===== src/rtl/irrigation_actuator_sequencer_pkg.sv =====
// Shared types and defaults for the irrigation actuator sequencer.
// State codes are exported on Estado, so their numeric values are fixed.
package irrigation_actuator_sequencer_pkg;

  localparam int ESTADO_W = 3;
  localparam int CICLOS_W = 8;
  localparam int RUN_W    = 16;

  localparam int DEF_PRIME_TICKS    = 3;
  localparam int DEF_MIN_ON_TICKS   = 10;
  localparam int DEF_COOLDOWN_TICKS = 5;
  localparam int DEF_TIMER_W        = 8;
  localparam int DEF_MAX_RUN_TICKS  = 600;

  typedef enum logic [ESTADO_W-1:0] {
    IDLE     = 3'd0,
    PRIME    = 3'd1,
    DRIP     = 3'd2,
    SPRAY    = 3'd3,
    COOLDOWN = 3'd4,
    FAULT    = 3'd5
  } estado_t;

  typedef enum logic {
    MODE_DRIP  = 1'b0,
    MODE_SPRAY = 1'b1
  } mode_t;

endpackage


===== src/rtl/irrigation_actuator_sequencer_if.sv =====
// Request/actuator bundle between the decision logic (master) and the sequencer (slave).
// Level-style requests plus a Tick strobe in; pump/valve enables and status out.
interface irrigation_actuator_sequencer_if;
  import irrigation_actuator_sequencer_pkg::*;

  logic                Tick;
  logic                Gotejamento;
  logic                Aspersao;
  logic                Alarme;
  logic                Bomba;
  logic                ValvulaGotejo;
  logic                ValvulaAspersor;
  logic [ESTADO_W-1:0] Estado;
  logic [CICLOS_W-1:0] CiclosConcluidos;
  logic                Falha;

  modport master (
    output Tick, Gotejamento, Aspersao, Alarme,
    input  Bomba, ValvulaGotejo, ValvulaAspersor, Estado, CiclosConcluidos, Falha
  );

  modport slave (
    input  Tick, Gotejamento, Aspersao, Alarme,
    output Bomba, ValvulaGotejo, ValvulaAspersor, Estado, CiclosConcluidos, Falha
  );

endinterface


===== src/rtl/irrigation_actuator_sequencer_tick_timer.sv =====
// Saturating tick counter with a "N ticks elapsed" flag; clear has priority over counting.
// elapsed is combinational: true on the edge completing tick N and for as long as count >= N.
module irrigation_actuator_sequencer_tick_timer #(
  parameter int W = 8
) (
  input  logic         Clock,
  input  logic         Reset_n,
  input  logic         clear,
  input  logic         en,
  input  logic [W-1:0] n,
  output logic         elapsed
);

  logic [W-1:0] count;

  always_ff @(posedge Clock or negedge Reset_n) begin
    if (!Reset_n) begin
      count <= '0;
    end else if (clear) begin
      count <= '0;
    end else if (en && (count != {W{1'b1}})) begin
      count <= count + 1'b1;
    end
  end

  // Covers both the completing-tick edge and any later edge once the count is reached.
  assign elapsed = (count >= n) || (en && (count == n - 1'b1));

endmodule


===== src/rtl/irrigation_actuator_sequencer.sv =====
// Pump/valve sequencer: prime, run with minimum on-time, cooldown lockout; outputs decode registered state.
// No backpressure (level inputs, Tick strobe); MAX_RUN_TIMEOUT_EN adds the run-timeout FAULT state.
module irrigation_actuator_sequencer
  import irrigation_actuator_sequencer_pkg::*;
#(
  parameter int PRIME_TICKS    = DEF_PRIME_TICKS,
  parameter int MIN_ON_TICKS   = DEF_MIN_ON_TICKS,
  parameter int COOLDOWN_TICKS = DEF_COOLDOWN_TICKS,
  parameter int TIMER_W        = DEF_TIMER_W
`ifdef MAX_RUN_TIMEOUT_EN
  ,
  parameter int MAX_RUN_TICKS  = DEF_MAX_RUN_TICKS
`endif
) (
  input logic                          Clock,
  input logic                          Reset_n,
  irrigation_actuator_sequencer_if.slave io
);

  estado_t             state;
  estado_t             nextState;
  mode_t               mode;
  logic [CICLOS_W-1:0] ciclos;
  logic [TIMER_W-1:0]  phaseN;
  logic                phaseClear;
  logic                phaseElapsed;
  logic                latchedReq;
  logic                anyReq;
  logic                runEnds;
`ifdef MAX_RUN_TIMEOUT_EN
  logic                runElapsed;
`endif

  assign anyReq     = io.Gotejamento | io.Aspersao;
  assign latchedReq = (mode == MODE_SPRAY) ? io.Aspersao : io.Gotejamento;
  assign phaseClear = (nextState != state);
  assign runEnds    = ((state == DRIP) || (state == SPRAY)) && (nextState == COOLDOWN);

  always_comb begin
    phaseN = TIMER_W'(COOLDOWN_TICKS);
    case (state)
      PRIME:       phaseN = TIMER_W'(PRIME_TICKS);
      DRIP, SPRAY: phaseN = TIMER_W'(MIN_ON_TICKS);
      default:     phaseN = TIMER_W'(COOLDOWN_TICKS);
    endcase
  end

  irrigation_actuator_sequencer_tick_timer #(
    .W(TIMER_W)
  ) u_phaseTimer (
    .Clock   (Clock),
    .Reset_n (Reset_n),
    .clear   (phaseClear),
    .en      (io.Tick),
    .n       (phaseN),
    .elapsed (phaseElapsed)
  );

`ifdef MAX_RUN_TIMEOUT_EN
  // Shares the phase clear, so it restarts on entry to DRIP/SPRAY; its value elsewhere is ignored.
  irrigation_actuator_sequencer_tick_timer #(
    .W(RUN_W)
  ) u_runTimer (
    .Clock   (Clock),
    .Reset_n (Reset_n),
    .clear   (phaseClear),
    .en      (io.Tick),
    .n       (RUN_W'(MAX_RUN_TICKS)),
    .elapsed (runElapsed)
  );
`endif

  always_comb begin
    nextState = state;
    case (state)
      IDLE: begin
        if (!io.Alarme && anyReq) begin
          nextState = PRIME;
        end
      end
      PRIME: begin
        if (io.Alarme || !latchedReq) begin
          nextState = IDLE;
        end else if (phaseElapsed) begin
          nextState = (mode == MODE_SPRAY) ? SPRAY : DRIP;
        end
      end
      DRIP, SPRAY: begin
        if (io.Alarme) begin
          nextState = COOLDOWN;
`ifdef MAX_RUN_TIMEOUT_EN
        end else if (runElapsed) begin
          nextState = FAULT;
`endif
        end else if (!latchedReq && phaseElapsed) begin
          nextState = COOLDOWN;
        end
      end
      COOLDOWN: begin
        if (phaseElapsed) begin
          nextState = IDLE;
        end
      end
      FAULT: begin
        if (!anyReq) begin
          nextState = COOLDOWN;
        end
      end
      default: nextState = IDLE;
    endcase
  end

  always_ff @(posedge Clock or negedge Reset_n) begin
    if (!Reset_n) begin
      state  <= IDLE;
      mode   <= MODE_DRIP;
      ciclos <= '0;
    end else begin
      state <= nextState;
      if ((state == IDLE) && (nextState == PRIME)) begin
        mode <= io.Aspersao ? MODE_SPRAY : MODE_DRIP;
      end
      if (runEnds) begin
        ciclos <= ciclos + 1'b1;
      end
    end
  end

  assign io.Bomba            = (state == PRIME) || (state == DRIP) || (state == SPRAY);
  assign io.ValvulaGotejo    = (state == DRIP);
  assign io.ValvulaAspersor  = (state == SPRAY);
  assign io.Estado           = state;
  assign io.CiclosConcluidos = ciclos;
`ifdef MAX_RUN_TIMEOUT_EN
  assign io.Falha            = (state == FAULT);
`else
  assign io.Falha            = 1'b0;
`endif

endmodule

===== src/flat_wrapper.sv =====
// flat-port wrapper written by rule: the top's interface ports become plain ports
module irrigation_actuator_sequencer_flat import irrigation_actuator_sequencer_pkg::*;
#(
  parameter int PRIME_TICKS    = DEF_PRIME_TICKS,
  parameter int MIN_ON_TICKS   = DEF_MIN_ON_TICKS,
  parameter int COOLDOWN_TICKS = DEF_COOLDOWN_TICKS,
  parameter int TIMER_W        = DEF_TIMER_W

)
  (Clock, Reset_n, io_Tick, io_Gotejamento, io_Aspersao, io_Alarme, io_Bomba, io_ValvulaGotejo, io_ValvulaAspersor, io_Estado, io_CiclosConcluidos, io_Falha);
  irrigation_actuator_sequencer_if io_i ();
  input logic Clock;
  input logic Reset_n;
  input wire logic [$bits(io_i.Tick)-1:0] io_Tick;
  input wire logic [$bits(io_i.Gotejamento)-1:0] io_Gotejamento;
  input wire logic [$bits(io_i.Aspersao)-1:0] io_Aspersao;
  input wire logic [$bits(io_i.Alarme)-1:0] io_Alarme;
  output wire logic [$bits(io_i.Bomba)-1:0] io_Bomba;
  output wire logic [$bits(io_i.ValvulaGotejo)-1:0] io_ValvulaGotejo;
  output wire logic [$bits(io_i.ValvulaAspersor)-1:0] io_ValvulaAspersor;
  output wire logic [$bits(io_i.Estado)-1:0] io_Estado;
  output wire logic [$bits(io_i.CiclosConcluidos)-1:0] io_CiclosConcluidos;
  output wire logic [$bits(io_i.Falha)-1:0] io_Falha;
  assign io_i.Tick = io_Tick;
  assign io_i.Gotejamento = io_Gotejamento;
  assign io_i.Aspersao = io_Aspersao;
  assign io_i.Alarme = io_Alarme;
  assign io_Bomba = io_i.Bomba;
  assign io_ValvulaGotejo = io_i.ValvulaGotejo;
  assign io_ValvulaAspersor = io_i.ValvulaAspersor;
  assign io_Estado = io_i.Estado;
  assign io_CiclosConcluidos = io_i.CiclosConcluidos;
  assign io_Falha = io_i.Falha;
  irrigation_actuator_sequencer #(.PRIME_TICKS(PRIME_TICKS), .MIN_ON_TICKS(MIN_ON_TICKS), .COOLDOWN_TICKS(COOLDOWN_TICKS), .TIMER_W(TIMER_W)) u_core (.Clock(Clock), .Reset_n(Reset_n), .io(io_i));
endmodule

===== config.mk =====
export PLATFORM = sky130hd
export DESIGN_NAME = irrigation_actuator_sequencer_flat
export DESIGN_NICKNAME = d
export VERILOG_FILES = /design/src/rtl/irrigation_actuator_sequencer_pkg.sv /design/src/rtl/irrigation_actuator_sequencer_if.sv /design/src/rtl/irrigation_actuator_sequencer_tick_timer.sv /design/src/rtl/irrigation_actuator_sequencer.sv /design/src/flat_wrapper.sv
export SDC_FILE = /design/constraint.sdc
export NUM_CORES = 1
export LEC_CHECK = 0
export BUFFER_PORTS_ARGS = -buffer_cell sky130_fd_sc_hd__buf_2
export CORE_MARGIN = 2
export CORE_UTILIZATION = 50
export CTS_BUF_LIST = sky130_fd_sc_hd__clkbuf_4 sky130_fd_sc_hd__clkbuf_8 sky130_fd_sc_hd__clkbuf_16
export DETAILED_ROUTE_END_ITERATION = 8
export PLACE_DENSITY_LB_ADDON = 0.08
export SLEW_MARGIN = 15
export SYNTH_ARGS = -nofsm -noshare
export SYNTH_HDL_FRONTEND = slang
export SYNTH_SLANG_ARGS = --single-unit
export TNS_END_PERCENT = 100

===== constraint.sdc =====
create_clock -name Clock -period 6.6 [get_ports Clock]
set_clock_uncertainty 0.1 [all_clocks]
set_input_delay 1.32 -clock Clock [delete_from_list [all_inputs] [get_ports Clock]]
set_output_delay 1.32 -clock Clock [all_outputs]
set_load 0.01 [all_outputs]

Word-level counts from Yosys, hierarchy flattened
Index checks and enable logic that the tools add are counted.
{"block": "op_classes", "addsub": 3, "order_cmp": 1, "n_eq_ne": 10, "muxes": 14, "n_bitwise": 1, "reduce_logical": 16}
{"operator": "$mux W3", "count": 7}
{"operator": "$add A8 B1 Y8 const B", "count": 2}
{"operator": "$mux W8", "count": 2}
{"operator": "$pmux W3 S5", "count": 1}
{"operator": "$eq A3 B3 Y1 const B", "count": 3}
{"operator": "$eq A8 B8 Y1", "count": 1}
{"operator": "$ge A8 B8 Y1", "count": 1}
{"operator": "$ne A8 B8 Y1 const B", "count": 1}
{"operator": "$pmux W4 S2", "count": 1}
{"operator": "$sub A8 B1 Y8 const B", "count": 1}
{"operator": "$eq A3 B1 Y1 const B", "count": 2}
{"operator": "$eq A3 B2 Y1 const B", "count": 2}
{"operator": "$logic_and A1 B1 Y1", "count": 6}
{"operator": "$logic_or A1 B1 Y1", "count": 5}
{"operator": "$logic_not A3 Y1", "count": 1}
{"operator": "$mux W1", "count": 3}
{"operator": "$ne A3 B3 Y1", "count": 1}
{"operator": "$logic_not A1 Y1", "count": 2}
{"operator": "$reduce_bool A2 Y1", "count": 1}
{"operator": "$reduce_or A2 Y1", "count": 1}
{"operator": "$or A1 B1 Y1", "count": 1}
{"block": "totals", "reg_bits": 20, "input_bits": 6, "out_inout_bits": 15, "elab_cells": 49}

Logic depth before layout (Yosys ltp)
Gate-level depths: netlist of run 1.
{"block": "logic_depth", "ltp_word": 13, "depth_mapped": 9, "depth_no_buf": 9}

Modules after synthesis
From an unflattened synthesis of run 1, not the netlist that was laid out.
{"block": "unflattened", "hier_cells": 169, "area_unflattened_um2": 1542.7}
{"module": "irrigation_actuator_sequencer_tick_timer", "instances": 1, "cells_per_inst": 101, "area_per_inst_um2": 854.6, "seq_area_each_um2": 200.2}
{"module": "irrigation_actuator_sequencer", "instances": 1, "cells_per_inst": 68, "area_per_inst_um2": 688.2, "seq_area_each_um2": 300.3}

Least setup slack after synthesis of run 1
OpenSTA, ideal clock, no wires.
{"block": "synth_path", "path_kind": "input to register", "start": "input port io_Alarme", "end": "register u_core.u_phaseTimer.count[6]", "setup_time_ps": 94, "arrival_time_ps": 2498, "required_ps": 6406, "setup_slack_ps": 3908, "cell_stages": 6, "n_path_buf": 0, "cell_sequence": "nor2_1 > nand2_1 > or3_1 > a21oi_1 > o22ai_2 > a211oi_1"}
{"block": "synth_between", "elab_chain_len": 6, "word_cells_on_any_way": 10, "classes_between": "eq/ne (1); mux (5); reduce/logical (4)"}
{"item": "start, declared", "line_no": "flat_wrapper.sv:17", "rtl": "input wire logic [$bits(io_i.Alarme)-1:0] io_Alarme;"}
{"item": "$logic_not A1 Y1", "line_no": "irrigation_actuator_sequencer.sv:77", "rtl": "if (!io.Alarme && anyReq) begin"}
{"item": "$logic_and A1 B1 Y1", "line_no": "irrigation_actuator_sequencer.sv:77"}
{"item": "$mux W3", "line_no": "irrigation_actuator_sequencer.sv:77"}
{"item": "$pmux W3 S5 (*)", "line_no": "irrigation_actuator_sequencer.sv:75", "rtl": "case (state)"}
{"item": "$ne A3 B3 Y1 (*)", "line_no": "irrigation_actuator_sequencer.sv:36", "rtl": "assign phaseClear = (nextState != state);"}
{"item": "$mux W8 or $reduce_bool A2 Y1 (tied branches)"}
{"item": "end signal, assigned", "line_no": "irrigation_actuator_sequencer_tick_timer.sv:22", "rtl": "count <= count + 1'b1;"}
{"item": "end, declared", "line_no": "irrigation_actuator_sequencer_tick_timer.sv:14", "rtl": "logic [W-1:0] count;"}
Every way passes the cells marked *; elsewhere a longest branch is shown, timed or not.
A chain may end at the register's enable or synchronous reset.

Worst setup path in the final report of run 1
{"block": "layout_path", "start": "register u_core.state[2], in the netlist u_core.io.Estado[2]", "end": "output port io_ValvulaGotejo"}
{"block": "layout_between", "elab_chain_len": 1}
{"item": "start, declared", "line_no": "irrigation_actuator_sequencer.sv:20", "rtl": "estado_t state;"}
{"item": "start signal, assigned", "line_no": "irrigation_actuator_sequencer.sv:119", "rtl": "state <= nextState;"}
{"item": "$eq A3 B2 Y1", "line_no": "irrigation_actuator_sequencer.sv:130", "rtl": "assign io.ValvulaGotejo = (state == DRIP);"}
{"item": "end, declared", "line_no": "flat_wrapper.sv:19", "rtl": "output wire logic [$bits(io_i.ValvulaGotejo)-1:0] io_ValvulaGotejo;"}
Every way passes these cells.

==> reports/results.ini, run 1 <==
[sta]
tns_ns=0
clock.fmax_mhz=344.4
max_slew_margin=0.6055
worst_pin_slew_ns=0.5752
hold_violations=0
slew_violations=0
rsz0062_at_grt=no
post-route-period-util=0.4399
finalSetupViolations=0
fin_crit_ns=2.903

[power]
clkPwrFrac=0.188
p_per_area_nw_per_um2=365.2
p_sw_uw=222.6
p_sw_frac=0.4192
p_seq_frac=0.371
intPower_uw=308.4
combPwrFrac=0.441
power_leakage_nw=0.7041
peakVddDrop_mv=0.2222
finalPower_uw=531.0

[critical_path]
required_ns=5.18
r2r_setup_slack_ns=3.84
r2r-start=u_core.io.Estado[2]
crit_path_end=io_ValvulaGotejo
worstRegToRegCells=7
cp_max_fo=17
r2r-end=u_core.io.CiclosConcluidos[1]
setup.worst_path.start=u_core.io.Estado[2]
end_kind=primary output
worstPathArrival_ns=1.48
cp-start-kind=register
crit_type=reg2out

[flow_run]
maxCapViolCount=0

[clocking]
cts_buffer_depth=2
cts_buffers=3
htreeDepth=1
clkLatencyLatePin_ns=0.30
cts_hold_buf=0
post_cts_buffers=0
clock_sinks=20
clk_pin_slew_ns=0.12
root_buffer=clkbuf_4
cts_tree=done
cts-resized-gates=0

[synthesis]
synthTopCellsByCount=dfrtp_1 (20), nor2_1 (18), a21oi_1 (9), nand2_1 (9), ha_1 (7)
yosys.area.top_type=dfrtp_1
synthTopCellsByArea=dfrtp_1 (39%), ha_1 (6.8%), nor2_1 (5.2%)
seq_area_frac_synth=0.3876
synth_nets=153
ys_ff_latch=20
ys_warn_count=0
async_reset_ff_frac=1.000
avgSynthCellArea_sq_um=9.223
synth_edf_count=0
ys_types=41
synth_top_cell_area_share=0.3876
yosysMostFrequentCell=dfrtp_1
synth_area_sq_um=1291
synth_flop_cell=dfrtp_1
synth_cells=140

[drt]
num_vias=1064
drt_pass1_iterations=4
via_per_inst=5.660
drt_iter0_markers=22
drt_wl_total_microns=2541
ant_nets=0
wl_per_cell_microns=13.52
drc=0

[global_route]
grt_usage=0.2048
antenna_found_initial=0
grt_pass1_wl_microns=4416
grt_pass1_vias=925
grt_max_degree=21
gr-total-overflow=0

[final_layout]
seq_area_sq_um=500.5
syn_to_final_growth_pct=12.60
num_antenna_cells=0
multi_input_area_sq_um=749.5
nNetsFinal=172
final_layout_size_suffix_gt1_frac=0.1835
num-fill-cells=228

[die]
fp.dieH_microns=54.82
die_w_microns=54.82
coreArea_sq_um=2455
start_util=0.5260
rows=18
io_pins=21
design.die.area_sq_um=3005

[hold_path]
min-delay-start=u_core.io.CiclosConcluidos[7]
hold_class=reg2reg

[place]
routabilityCongestion=0.8008
hpwl_microns=1838
portBuffers=19

[outcome]
status=finished clean

[logic make-up (layout without fill, tap and decap cells)]
group / count (synthesis) / in the layout / synth area share
simple gates: 54 / 54 / 0.2171
xor+xnor: 11 / 11 / 0.07461
compound gates: 33 / 33 / 0.1860
flops: 20 / 20 / 0.3876
buf+inv: 10 / 28 / 0.03198
other cells: 1 / 1 / 0.002904
fa+ha+maj: 7 / 7 / 0.06783
mux: 4 / 4 / 0.03198
[worst min-delay path by stage]
| stage | to | slack (ns) | depth (start not counted) |
|---|---|---|---|
| after floorplan | u_core.io.CiclosConcluidos[7] | 0.40 | 1 |
| after global placement | u_core.io.CiclosConcluidos[7] | 0.36 | 1 |
| after detailed placement | u_core.io.CiclosConcluidos[7] | 0.36 | 1 |
| after CTS | u_core.io.CiclosConcluidos[7] | 0.37 | 1 |
| after global routing | u_core.io.CiclosConcluidos[7] | 0.38 | 1 |
| final | u_core.io.CiclosConcluidos[7] | 0.36 | 1 |
[worst max-delay path: stages, from the launching register on]
cell and delay, ns:
dfrtp_1 0.68, nand2b_1 0.30, nor2_1 0.06, buf_2 0.15
[power by group through the flow]
| stage | Combinational [mW] | Clock, mW | Sequential [mW] |
|---|---|---|---|
| after floorplan | 0.187 | 0 | 0.181 |
| after global placement | 0.229 | 0 | 0.197 |
| after detailed placement | 0.238 | 0 | 0.199 |
| after CTS | 0.238 | 0.102 | 0.197 |
| after global routing | 0.272 | 0.108 | 0.206 |
| final | 0.234 | 0.0999 | 0.197 |
[registers in the layout, summed over array words and instances, names as in the netlist]
name	flops
u_core.mode	1
u_core.u_phaseTimer.count	8
u_core.io.CiclosConcluidos	8
u_core.io.Estado	3
[cell type report]
cell class / count / area share
sequential: 20 / 0.3442
clock buffer: 3 / 0.01549
inverter: 5 / 0.01291
clock inverter: 1 / 0.02065
tap: 30 / 0.02582
timing repair buffer: 19 / 0.06540
multi-input combinational: 110 / 0.5155
[placed cells by master, fill, tap and decap left out, drive strengths merged, types with 4 or more instances in the layout]
cell type / synthesis / layout
xnor2: 5 / 5
nor2: 18 / 18
nand4: 6 / 6
a211oi: 4 / 4
xor2: 6 / 6
o21ai: 6 / 6
dfrtp: 20 / 20
ha: 7 / 7
inv: 5 / 5
nand2: 9 / 9
buf: 2 / 19
a21oi: 9 / 9
nand2b: 4 / 4
nor3: 5 / 5
[routing by layer]
layer  part of all wire  track usage  vias to the layer above
li1                   -            -                      551
met1               0.53       0.3102                      494
met2               0.43       0.2937                       17
met3              0.032      0.03279                        2
met4             0.0067      0.06250                        0
met5                  0            0                        -
[per-stage QoR]
stage          instances  area (sq um)  hold slack, ns  worst slack (ns)    util
3_3_place_gp         184          1401          0.3580             3.508  0.5708
3_5_place_dp         184          1401          0.3575             3.428  0.5708
6_report             188          1454          0.3648             3.697  0.5923
2_1_floorplan        140          1291          0.4039             3.908       -
5_1_grt              188          1454          0.3841             3.509  0.5923
4_1_cts              188          1454          0.3735             3.667  0.5923
(Power assumes the default switching activity.)
==> run 2: changes to the inputs <==
==> constraint.sdc (replaced) <==
create_clock -name Clock -period 2.5 [get_ports Clock]
set_clock_uncertainty 0.1 [all_clocks]
set_input_delay 0.5 -clock Clock [delete_from_list [all_inputs] [get_ports Clock]]
set_output_delay 0.5 -clock Clock [all_outputs]
set_load 0.01 [all_outputs]
==> run 2 against run 1 <==
Clock power rose to 2.7 times the previous value. Wire length up 5.9%. Count of clock-buffer cells in the layout stayed put. Hold slack got worse by 0.35 ns. Combinational power grew to 3.2 times the previous value. Die area is the same. Power increased to 2.8 times the previous value. Sequential share of layout area shrank 1.0 points. Core utilization grew 1.8 points. Via count grew 6.3%. Critical path depth grew 4. Critical endpoint is now u_core.io.CiclosConcluidos[1].
==> reports/results.ini, run 2 (synthesis gave the netlist of run 1 again) <==
[outcome]
status=finished clean

[die]
die_w_microns=54.82
rows=18
design.die.area_sq_um=3005
fp.dieH_microns=54.82
coreArea_sq_um=2455
io_pins=21
start_util=0.5260

[global_route]
gr-total-overflow=0
grt_max_degree=21
grt_usage=0.2029
grt_pass1_wl_microns=4312
antenna_found_initial=0
grt_pass1_vias=1000

[clocking]
cts_buffers=3
clkLatencyLatePin_ns=0.31
clock_sinks=20
cts_tree=done
htreeDepth=1
clk_pin_slew_ns=0.12
cts_buffer_depth=2
root_buffer=clkbuf_4
post_cts_buffers=0

[place]
hpwl_microns=2001
routabilityCongestion=0.8288
portBuffers=19

[drt]
drt_pass1_iterations=4
wl_per_cell_microns=13.94
num_vias=1131
ant_nets=0
drc=0
drt_iter0_markers=26
drt_wl_total_microns=2691
via_per_inst=5.860

[final_layout]
final_layout_size_suffix_gt1_frac=0.2086
layout_commonest_cell=dfrtp_1
num-fill-cells=228
final_cell_mix=dfrtp_1 (20), buf_2 (19), nor2_1 (18)
num_antenna_cells=0
syn_to_final_growth_pct=15.99
nNetsFinal=177
multi_input_area_sq_um=755.7
seq_area_sq_um=500.5

[sta]
fin_crit_ns=2.399
rsz0062_at_grt=no
slew_violations=0
finalSetupViolations=0
clock.fmax_mhz=416.9
post-route-period-util=0.9595
hold_violations=0
tns_ns=0
whs_ns=0.01878

[critical_path]
cp_num_buf_inv=0
required_ns=2.61
cp_slowest_cell=or3_4
cp_top_family=simple AND/OR/NAND/NOR gates
cp_max_fo=5
cp_cell_sequence=nand2b_1 -> ha_1 -> o21ai_0 -> a21oi_1 -> or3_4 -> o21ai_2 -> mux2_1
worstPathArrival_ns=2.50
end_kind=register
cp-start-kind=register
crit_type=reg2reg
slowest_delay_ns=0.42

[power]
p_per_area_nw_per_um2=984.5
power_leakage_nw=0.7333
peakVddDrop_mv=0.7781

[flow_run]
maxCapViolCount=0

[hold_path]
hold_class=in2async

-- run 2: timing repair --
item,in CTS,in global routing
setup endpoints to repair,0,1
hold buffers,0,0
resized for setup,0,1
hold endpoints to repair,0,0
-- run 2: cell type report --
| cell class | instances | area share |
|---|---|---|
| Inverter | 5 | 0.01253 |
| Timing Repair Buffer | 24 | 0.08855 |
| Multi-Input combinational cell | 110 | 0.5046 |
| Clock buffer | 3 | 0.01504 |
| Tap cell | 30 | 0.02506 |
| Sequential cell | 20 | 0.3342 |
| Clock inverter | 1 | 0.02005 |
-- run 2: layer usage --
| metal | vias up | global-route usage | share of wire |
|---|---|---|---|
| li1 | 555 | - | - |
| met2 | 29 | 0.3234 | 0.45 |
| met1 | 543 | 0.2736 | 0.50 |
| met4 | 0 | 0.05000 | 0.0097 |
| met3 | 4 | 0.04918 | 0.043 |
| met5 | - | 0 | 0 |
-- run 2: metrics by stage --
stage | util | instance area, sq um | instances | total power, mW | setup slack, ns
floorplan | - | 1291 | 140 | 0.9715 | 0.1736
global placement | 0.5861 | 1439 | 189 | 1.177 | 0.2044
detailed placement | 0.5861 | 1439 | 189 | 1.193 | 0.1565
CTS | 0.6075 | 1491 | 193 | 1.465 | 0.1376
global route | 0.6101 | 1498 | 193 | 1.596 | 0.01538
finish | 0.6101 | 1498 | 193 | 1.475 | 0.1014
-- run 2: final timing paths --
check	start	end	slack, ns	cells past startpoint
min in group Clock	io_Aspersao	u_core.mode	0.35	2
max reg2reg	u_core.io.Estado[2]	u_core.io.CiclosConcluidos[1]	0.10	7
min reg2reg	u_core.io.CiclosConcluidos[7]	u_core.io.CiclosConcluidos[7]	0.37	1
max	u_core.io.Estado[2]	u_core.io.CiclosConcluidos[1]	0.10	7
min	Reset_n	u_core.io.CiclosConcluidos[7]	0.02	1
max in group asynchronous	Reset_n	u_core.io.Estado[2]	1.96	1
-- run 2: where the power goes --
group | internal [mW] | total (mW) | switching [mW] | leakage, nW
combinational | 0.312 | 0.755 | 0.443 | 0.434
sequential | 0.387 | 0.454 | 0.0676 | 0.271
clock | 0.162 | 0.266 | 0.103 | 0.0279
